**src/rtl/stage_three_mem_if.sv**
```systemverilog
// stage_three_mem_if: data-memory req/ack bus between the memory stage and data memory.
interface stage_three_mem_if #(
    parameter int ADDR_W = 16
);
    logic              req;
    logic              we;
    logic [ADDR_W-1:0] addr;
    logic [15:0]       wdata;
    logic              ack;
    logic [15:0]       rdata;
    logic              err;
    modport master (output req, we, addr, wdata, err, input ack, rdata);
    modport slave  (input req, we, addr, wdata, err, output ack, rdata);
endinterface

```
**src/rtl/stage_three_mem.sv**
```systemverilog
// stage_three_mem: pipeline memory stage; issues loads/stores over a req/ack bus,
// stalls upstream while an access is outstanding and registers the writeback result.
module stage_three_mem #(
    parameter int ADDR_W  = 16,
    parameter int TIMEOUT = 16
) (
    input  logic                     clk,
    input  logic                     rst,
    input  logic                     halt_sys,
    input  logic [1:0]               in_memc,
    input  logic [31:0]              in_alu,
    input  logic [15:0]              in_R1_data,
    input  logic                     in_R0_en,
    input  logic [15:0]              in_instr,
    output logic                     stall_out,
    stage_three_mem_if.master        mem,
    output logic [31:0]              out_data,
    output logic                     out_R0_en,
    output logic [15:0]              out_instr,
    output logic                     out_valid
);
    localparam int CW = $clog2(TIMEOUT);
    typedef enum logic [1:0] {IDLE, ACCESS, DONE, ERROR} state_t;
    state_t        state, next;
    logic [CW-1:0] cnt;
    logic [15:0]   cap;
    logic          is_mem, expired, pass, finish;
    logic [31:0]   result;
    assign is_mem  = in_memc == 2'b01 || in_memc == 2'b10;
    assign expired = cnt == CW'(TIMEOUT - 1);
    assign pass    = state == IDLE && !halt_sys && !is_mem;
    assign finish  = !halt_sys && ((state == ACCESS && mem.ack) || state == DONE);
    // a store (or plain ALU op) forwards the execute result; a load forwards read data
    assign result  = (state == IDLE || mem.we) ? in_alu
                   : {16'h0, state == DONE ? cap : mem.rdata};
    always_ff @(posedge clk or posedge rst) begin
        if (rst) state <= IDLE;
        else     state <= next;
    end
    always_comb begin
        next      = state;
        stall_out = 1'b0;
        case (state)
            IDLE: begin
                stall_out = is_mem && !halt_sys;
                if (stall_out) next = ACCESS;
            end
            ACCESS: begin
                stall_out = !(mem.ack && !halt_sys);
                if (mem.ack) next = halt_sys ? DONE : IDLE;
                else if (expired) next = ERROR;
            end
            DONE: begin
                stall_out = halt_sys;
                if (!halt_sys) next = IDLE;
            end
            default: stall_out = 1'b1;
        endcase
    end
    always_ff @(posedge clk or posedge rst) begin
        if (rst) begin
            mem.req   <= 1'b0;
            mem.we    <= 1'b0;
            mem.addr  <= '0;
            mem.wdata <= '0;
            mem.err   <= 1'b0;
            cnt       <= '0;
            cap       <= '0;
            out_data  <= '0;
            out_R0_en <= 1'b0;
            out_instr <= '0;
            out_valid <= 1'b0;
        end else begin
            if (state == IDLE && !halt_sys && is_mem) begin
                mem.req   <= 1'b1;
                mem.we    <= in_memc == 2'b10;
                mem.addr  <= in_alu[ADDR_W-1:0];
                mem.wdata <= in_R1_data;
                cnt       <= '0;
            end
            if (state == ACCESS && mem.ack) mem.req <= 1'b0;
            if (state == ACCESS && mem.ack && halt_sys) cap <= mem.rdata;
            if (state == ACCESS && !mem.ack) begin
                cnt <= cnt + 1'b1;
                if (expired) begin
                    mem.req <= 1'b0;
                    mem.err <= 1'b1;
                end
            end
            if (pass || finish) begin
                out_data  <= result;
                out_R0_en <= in_R0_en;
                out_instr <= in_instr;
                out_valid <= 1'b1;
            end else if ((!halt_sys && (state == IDLE || state == ACCESS)) || next == ERROR) begin
                out_valid <= 1'b0;
                out_R0_en <= 1'b0;
            end
        end
    end
endmodule

```
**src/flat_wrapper.sv**
```systemverilog
// flat-port wrapper written by rule: the top's interface ports become plain ports
module stage_three_mem_flat 
#(
    parameter int ADDR_W  = 16,
    parameter int TIMEOUT = 16
)
  (clk, rst, halt_sys, in_memc, in_alu, in_R1_data, in_R0_en, in_instr, stall_out, out_data, out_R0_en, out_instr, out_valid, mem_req, mem_we, mem_addr, mem_wdata, mem_err, mem_ack, mem_rdata);
  stage_three_mem_if #(.ADDR_W(ADDR_W)) mem_i ();
  input  logic clk;
  input  logic rst;
  input  logic halt_sys;
  input  logic [1:0] in_memc;
  input  logic [31:0] in_alu;
  input  logic [15:0] in_R1_data;
  input  logic in_R0_en;
  input  logic [15:0] in_instr;
  output logic stall_out;
  output logic [31:0] out_data;
  output logic out_R0_en;
  output logic [15:0] out_instr;
  output logic out_valid;
  output wire logic [$bits(mem_i.req)-1:0] mem_req;
  output wire logic [$bits(mem_i.we)-1:0] mem_we;
  output wire logic [$bits(mem_i.addr)-1:0] mem_addr;
  output wire logic [$bits(mem_i.wdata)-1:0] mem_wdata;
  output wire logic [$bits(mem_i.err)-1:0] mem_err;
  input wire logic [$bits(mem_i.ack)-1:0] mem_ack;
  input wire logic [$bits(mem_i.rdata)-1:0] mem_rdata;
  assign mem_req = mem_i.req;
  assign mem_we = mem_i.we;
  assign mem_addr = mem_i.addr;
  assign mem_wdata = mem_i.wdata;
  assign mem_err = mem_i.err;
  assign mem_i.ack = mem_ack;
  assign mem_i.rdata = mem_rdata;
  stage_three_mem #(.ADDR_W(ADDR_W), .TIMEOUT(TIMEOUT)) u_core (.clk(clk), .rst(rst), .halt_sys(halt_sys), .in_memc(in_memc), .in_alu(in_alu), .in_R1_data(in_R1_data), .in_R0_en(in_R0_en), .in_instr(in_instr), .stall_out(stall_out), .mem(mem_i), .out_data(out_data), .out_R0_en(out_R0_en), .out_instr(out_instr), .out_valid(out_valid));
endmodule
```
**config.mk**
```make
export PLATFORM = sky130hd
export DESIGN_NAME = stage_three_mem_flat
export DESIGN_NICKNAME = d
export VERILOG_FILES = /design/src/rtl/stage_three_mem_if.sv /design/src/rtl/stage_three_mem.sv /design/src/flat_wrapper.sv
export SDC_FILE = /design/constraint.sdc
export NUM_CORES = 1
export LEC_CHECK = 0
export ABC_AREA = 1
export ABC_CLOCK_PERIOD_IN_PS = 2700
export BUFFER_PORTS_ARGS = -buffer_cell sky130_fd_sc_hd__buf_2
export CORE_UTILIZATION = 44
export DETAILED_ROUTE_END_ITERATION = 7
export PLACE_DENSITY_LB_ADDON = 0.08
export SYNTH_ARGS = -nofsm -noshare
export SYNTH_HDL_FRONTEND = slang
export SYNTH_SLANG_ARGS = --single-unit
```
**constraint.sdc**
```tcl
create_clock -name clk -period 2.7 [get_ports clk]
set_input_delay 0.135 -clock clk [delete_from_list [all_inputs] [get_ports clk]]
set_output_delay 0.135 -clock clk [all_outputs]
set_load 0.005 [all_outputs]
```
==> flow_metrics.tcl, run 1 <==
set metrics [dict create \
    cts_max_path_buffers 2 \
    core_um2 9910 \
    synth_nets 653 \
    ys_seq_area_frac 0.5878 \
    status "completed" \
    period_minus_slack_ns 2.230 \
    h-tree-depth 3 \
    setup_viol 0 \
    numCtsBuffers 9 \
    dr.first_iter.drc_count 289 \
    synth_edf_count 0 \
    grt_max_degree 108 \
    syn_area_um2 4556 \
    synthMostInstantiatedCell "nand2_1" \
    drtPass1Iterations 5 \
    antennaDiodeCount 0 \
    worst_pin_slew_ns 0.8458 \
    dieHeight_um 103.8 \
    port_buffers 172 \
    cts_sinks 107 \
    synth_commonest_cells "nand2_1 (323), dfrtp_1 (107), o21ai_0 (35)" \
    layout-area-overhead-vs-synth_pct 39.30 \
    synth_cell_types 20 \
    hold_viol_final 0 \
    cts_setup_buffers 0 \
    synth-seq-cells 107 \
    yosysWarnings 0 \
    max-cap-violations 0 \
    yosys-top-cells-area "dfrtp_1 (59%), nand2_1 (27%), o21ai_0 (3.8%)" \
    rows 36 \
    drt-total-wl_um 11720 \
    endpoint_kind "register" \
    avgViaCountPerCell 4.666 \
    p_per_area_nw_per_um2 969.4 \
    clock_skew_ns 0.007472 \
    insertion_delay_ns 0.37 \
    startpoint_type "register" \
    slew_headroom 0.4353 \
    critPathKind "register to register" \
    vdd_drop_max_mv 0.4172 \
    arrival_ns 2.50 \
    layout-drive-gt1-share 0.2506 \
    wl_per_cell_um 12.64 \
    finish.instance_area_um2 6346 \
    overflow 0 \
    critPathRequiredTime_ns 2.97 \
    max_freq_mhz 448.3 \
    io_pins 173 \
    place_area_um2 5523 \
    grt_pass1_wl_um 19220 \
    drc 0 \
    clk_pin_slew_ns 0.09 \
    post-route-period-util 0.8261 \
    final_max_slew_viol_count 0 \
    grt_setup_unrepaired "no" \
    syn_inst 564 \
    cts_root_buf "clkbuf_8" \
    gp_congestion 0.7572 \
    antenna_found_initial 0 \
    cts_tree "done" \
    synth_area_per_cell_um2 8.077 \
    seq_area_um2 2678 \
    multi_input_area_um2 1648 \
    cellLeakagePower_nw 3.635 \
    min_path_type "input port to register" \
    totalNegativeSetupSlack_ns 0 \
    detailed_place_hpwl_um 7276 \
    num-fill-cells 889 \
    grt_usage 0.2230 \
    grt_pass1_vias 4074 \
    die_area_um2 10770 \
    via_count 4325 \
    ant_nets 0 \
    synth_top_area_share 0.5878 \
    layout.nets 880 \
    initial_utilization 0.4597 \
    dieWidth_um 103.8 \
    synth_top_area_cell "dfrtp_1" \
    async_flop_share 1.000 \
    ys.flop_type "dfrtp_1" \
    critPathMaxFanout 21 \
]
## final cells by class
cell class	instances	area share
well taps	133	0.02622
clock buffers	12	0.02287
repair buffers	243	0.2468
multi-input cells	403	0.2597
clock inverters	2	0.005915
flip-flops and latches	107	0.4219
inverters	27	0.01656
## worst max-delay path, cell delays in order (launching register included)
cell and delay, ns:
dfrtp_1 0.48, nor2_1 0.11, nor2_2 0.55, inv_1 0.40, buf_4 0.33, nand2_1 0.09, nand2_1 0.05, nand2_1 0.05
nand2_1 0.05
## logic make-up (layout without fill, tap and decap cells)
group,Yosys count,count (layout),share of synthesized area
compound gates,38,38,0.04477
fa+ha+maj,2,2,0.005492
buf+inv,54,284,0.05108
flops,107,107,0.5878
mux,1,1,0.002197
simple gates,362,362,0.3087
## flip-flops by register name (all words and copies together) (netlist names)
| signal | count |
|---|---|
| u_core.cap | 16 |
| u_core.cnt | 4 |
| u_core.mem.addr | 16 |
| u_core.mem.err | 1 |
| u_core.mem.req | 1 |
| u_core.mem.wdata | 16 |
| u_core.mem.we | 1 |
| u_core.out_R0_en | 1 |
| u_core.out_data | 32 |
| u_core.out_instr | 16 |
| u_core.out_valid | 1 |
| u_core.state | 2 |
## final timing paths
check                                startpoint                   end  slack [ns]  depth (start not counted)
max                             u_core.state[1]    u_core.out_data[2]        0.47                          8
min reg2reg                u_core.out_instr[15]  u_core.out_instr[15]        0.47                          2
min in group asynchronous                   rst    u_core.mem.addr[9]        0.43                          4
min                                  in_alu[30]   u_core.out_data[30]        0.01                          3
max reg2reg                     u_core.state[1]    u_core.out_data[2]        0.47                          8
max in group asynchronous                   rst   u_core.out_data[28]        1.81                          4
## through the flow
step / cells / hold WS, ns / power [mW] / setup slack, ns / utilization
after floorplan: 564 / 0.2446 / 4.134 / 1.277 / -
after global placement: 849 / 0.3307 / 5.068 / 0.5795 / 0.5573
after detailed placement: 849 / 0.3348 / 5.147 / 0.4672 / 0.5573
after CTS: 927 / 0.001077 / 6.187 / 0.4402 / 0.6404
after global routing: 927 / 0.02201 / 6.669 / 0.2608 / 0.6404
final: 927 / 0.01383 / 6.152 / 0.4695 / 0.6404
## routing by layer
layer | GRT usage | vias up | part of all wire
li1 | - | 2173 | -
met1 | 0.2912 | 1989 | 0.45
met2 | 0.3595 | 149 | 0.46
met3 | 0.06042 | 14 | 0.071
met4 | 0.07551 | 0 | 0.016
met5 | 0 | - | 0
## placed cells by master, fill, tap and decap left out, drive strengths merged
master	n
clkinvlp	2
nor2	10
mux2i	1
bufinv	1
ha	2
or2	1
dfrtp	107
clkbuf	12
buf	179
o31ai	1
clkinv	1
dlygate4sd3	64
inv	25
o21ai	36
nand2	323
nand3	28
a21oi	1
## report_power, final
part | internal [mW] | total (mW) | leakage [nW] | switching, mW
combinational | 1.02 | 2.43 | 2.20 | 1.40
clock | 0.446 | 0.958 | 0.0885 | 0.512
sequential | 2.35 | 2.77 | 1.34 | 0.415
## what timing repair did
| item | CTS | global route |
|---|---|---|
| hold endpoints to repair | 170 | 0 |
| hold buffers | 64 | 0 |
| resized for setup | 0 | 0 |
No activity file was read; power rests on OpenSTA's default activity.
==> run 2, diff against run 1 <==
- ABC_AREA: 1 -> 0
- ABC_CLOCK_PERIOD_IN_PS: 2700 -> 2300
- CORE_UTILIZATION: 44 -> 45
- clock period: 2.7 -> 2.3 ns (I/O delays scaled with it)
==> run 2 against run 1 <==
Net effect:
- clock skew is 0.0076 ns higher
- critical endpoint is now stall_out
- first-iteration DRC count is 52% lower
- sequential share of layout area is 2.5 points lower
- routed wire length is 5.1% lower
==> flow_metrics.tcl, run 2 <==
set metrics [dict create \
    critPathMaxFanout 15 \
    drt-total-wl_um 11120 \
    wl_per_cell_um 14.81 \
    numCtsBuffers 9 \
    synth_edf_count 0 \
    detailed_place_hpwl_um 7078 \
    port_buffers 172 \
    cts_resized 0 \
    avgViaCountPerCell 4.921 \
    synth_top_area_share 0.5701 \
    die_area_um2 10850 \
    cellLeakagePower_nw 3.261 \
    min_path_type "input port to register" \
    total_power_mw 7.745 \
    hp-start "in_alu[20]" \
    grt_pass1_vias 3935 \
    grt_setup_unrepaired "no" \
    final_max_slew_viol_count 0 \
    antennaDiodeCount 0 \
    max-cap-violations 0 \
    cts_root_buf "clkbuf_8" \
    synth_cell_types 35 \
    layout-area-overhead-vs-synth_pct 43.47 \
    worst_pin_slew_ns 0.5977 \
    ys_seq_area_frac 0.5701 \
    insertion_delay_ns 0.37 \
    endpoint_kind "output port" \
    num-fill-cells 759 \
    post-route-period-util 0.8262 \
    setup_slack_ns 0.3998 \
    finish.instance_area_um2 6739 \
    drc 0 \
    grt_max_degree 108 \
    timing.hold.ws_ns 0.01686 \
    ant_nets 0 \
    rows 36 \
    core_um2 9955 \
    synth_nets 450 \
    async_flop_share 1.000 \
    p_per_area_nw_per_um2 1149 \
    layout.nets 702 \
    antenna_found_initial 0 \
    max_stage_delay_ns 0.64 \
    hold_viol_final 0 \
    clk_pin_slew_ns 0.10 \
    grt_pass1_wl_um 19150 \
    syn_area_um2 4697 \
    status "completed" \
    slew_headroom 0.6015 \
    cts_tree "done" \
    cts_max_path_buffers 2 \
    dieHeight_um 104.2 \
    crit_chain "nand3b_1 > a21boi_0 > o32a_1 > buf_2" \
    r2r-start "u_core.state[1]" \
    synth_top_area_cell "dfrtp_1" \
    startpoint_type "register" \
    io_pins 173 \
    drtPass1Iterations 6 \
    via_count 3696 \
    setup_viol 0 \
    overflow 0 \
    mostFrequentLayoutCells "buf_2 (172), dfrtp_1 (107), mux2_2 (82), dlygate4sd3_1 (80), inv_1 (33)" \
    cts_sinks 107 \
    critPathRequiredTime_ns 2.18 \
    dr.first_iter.drc_count 139 \
    critPathKind "register to output port" \
    pre_cts_ws_ns 0.4480 \
    place_area_um2 5734 \
    finalNonFillerCells 751 \
    synthMostInstantiatedCell "dfrtp_1" \
    yosys-top-cells-area "dfrtp_1 (57%), mux2_2 (20%), mux2i_1 (3.8%)" \
    synth_area_per_cell_um2 13.01 \
    yosysWarnings 0 \
    arrival_ns 1.79 \
    top_register "u_core.out_data" \
    crit_path_start "u_core.state[1]" \
    totalNegativeSetupSlack_ns 0 \
    final_util 0.6770 \
    syn_inst 361 \
    vdd_drop_max_mv 0.5279 \
    dp_cells 655 \
    gp_congestion 0.7788 \
    synth_commonest_cells "dfrtp_1 (107), mux2_2 (82), inv_1 (34)" \
    layout_commonest_cell "buf_2" \
    max_freq_mhz 526.3 \
    ys.flop_type "dfrtp_1" \
    initial_utilization 0.4718 \
    largest_reg_flops 32 \
    cp_slowest_cell "dfrtp_1" \
    grt_usage 0.2188 \
    synth-seq-cells 107 \
    h-tree-depth 3 \
    period_minus_slack_ns 1.900 \
    dieWidth_um 104.2 \
    clock_skew_ns 0.01503 \
    layout-drive-gt1-share 0.4676 \
]
run 2: layer usage:
layer  GRT usage  vias up  wire [µm]
met5           0        -          0
met2      0.3767      106       5507
li1            -     1755          -
met4     0.07449        0        164
met1      0.2796     1821       4969
met3     0.03634       14        481
run 2: worst paths after layout:
path                       cells after the start  slack (ns)              endpoint
setup / recovery                               4        0.40             stall_out
hold / removal                                 3        0.02   u_core.out_data[20]
setup reg to reg                               4        0.43  u_core.out_instr[14]
hold reg to reg                                1        0.48        u_core.mem.err
max in group asynchronous                      4        1.39    u_core.out_data[2]
min in group asynchronous                      4        0.42   u_core.out_data[30]
run 2: cell type report:
cell class | count | area (µm²) | share of cell area
multi-input combinational | 197 | 1783 | 0.2646
timing repair buffer | 264 | 1777 | 0.2636
clock inverter | 5 | 62.56 | 0.009283
inverter | 34 | 131.4 | 0.01949
tap | 133 | 166.4 | 0.02469
clock buffer | 11 | 141.4 | 0.02098
sequential | 107 | 2678 | 0.3973
run 2: cell families after synthesis:
| family | count (synthesis) | synth area share |
|---|---|---|
| DFF | 107 | 0.5701 |
| muxes | 101 | 0.2373 |
| and+or+nand+nor | 63 | 0.07858 |
| buffers and inverters | 57 | 0.05461 |
| AOI/OAI and AO/OA | 31 | 0.05408 |
| adders and majority gates | 2 | 0.005327 |
run 2: what timing repair did:
action                                 CTS  global route
setup buffers                            0             0
endpoints found under the hold margin  186             0
hold buffers                            80             0
run 2: power breakdown:
part           leakage [nW]  switching, mW  internal [mW]
Combinational          1.88           1.45           1.84
Clock                0.0957          0.636          0.538
Sequential             1.28          0.488           2.80
Total                  3.26           2.57           5.18
run 2: worst max-delay path, delay by kind of cell (launching register included):
family                 cells  cell delay (ns)
AO/OA/AOI/OAI              2             0.43
AND/OR/NAND/NOR            1             0.24
flip-flops                 1             0.64
buffers and inverters      1             0.13
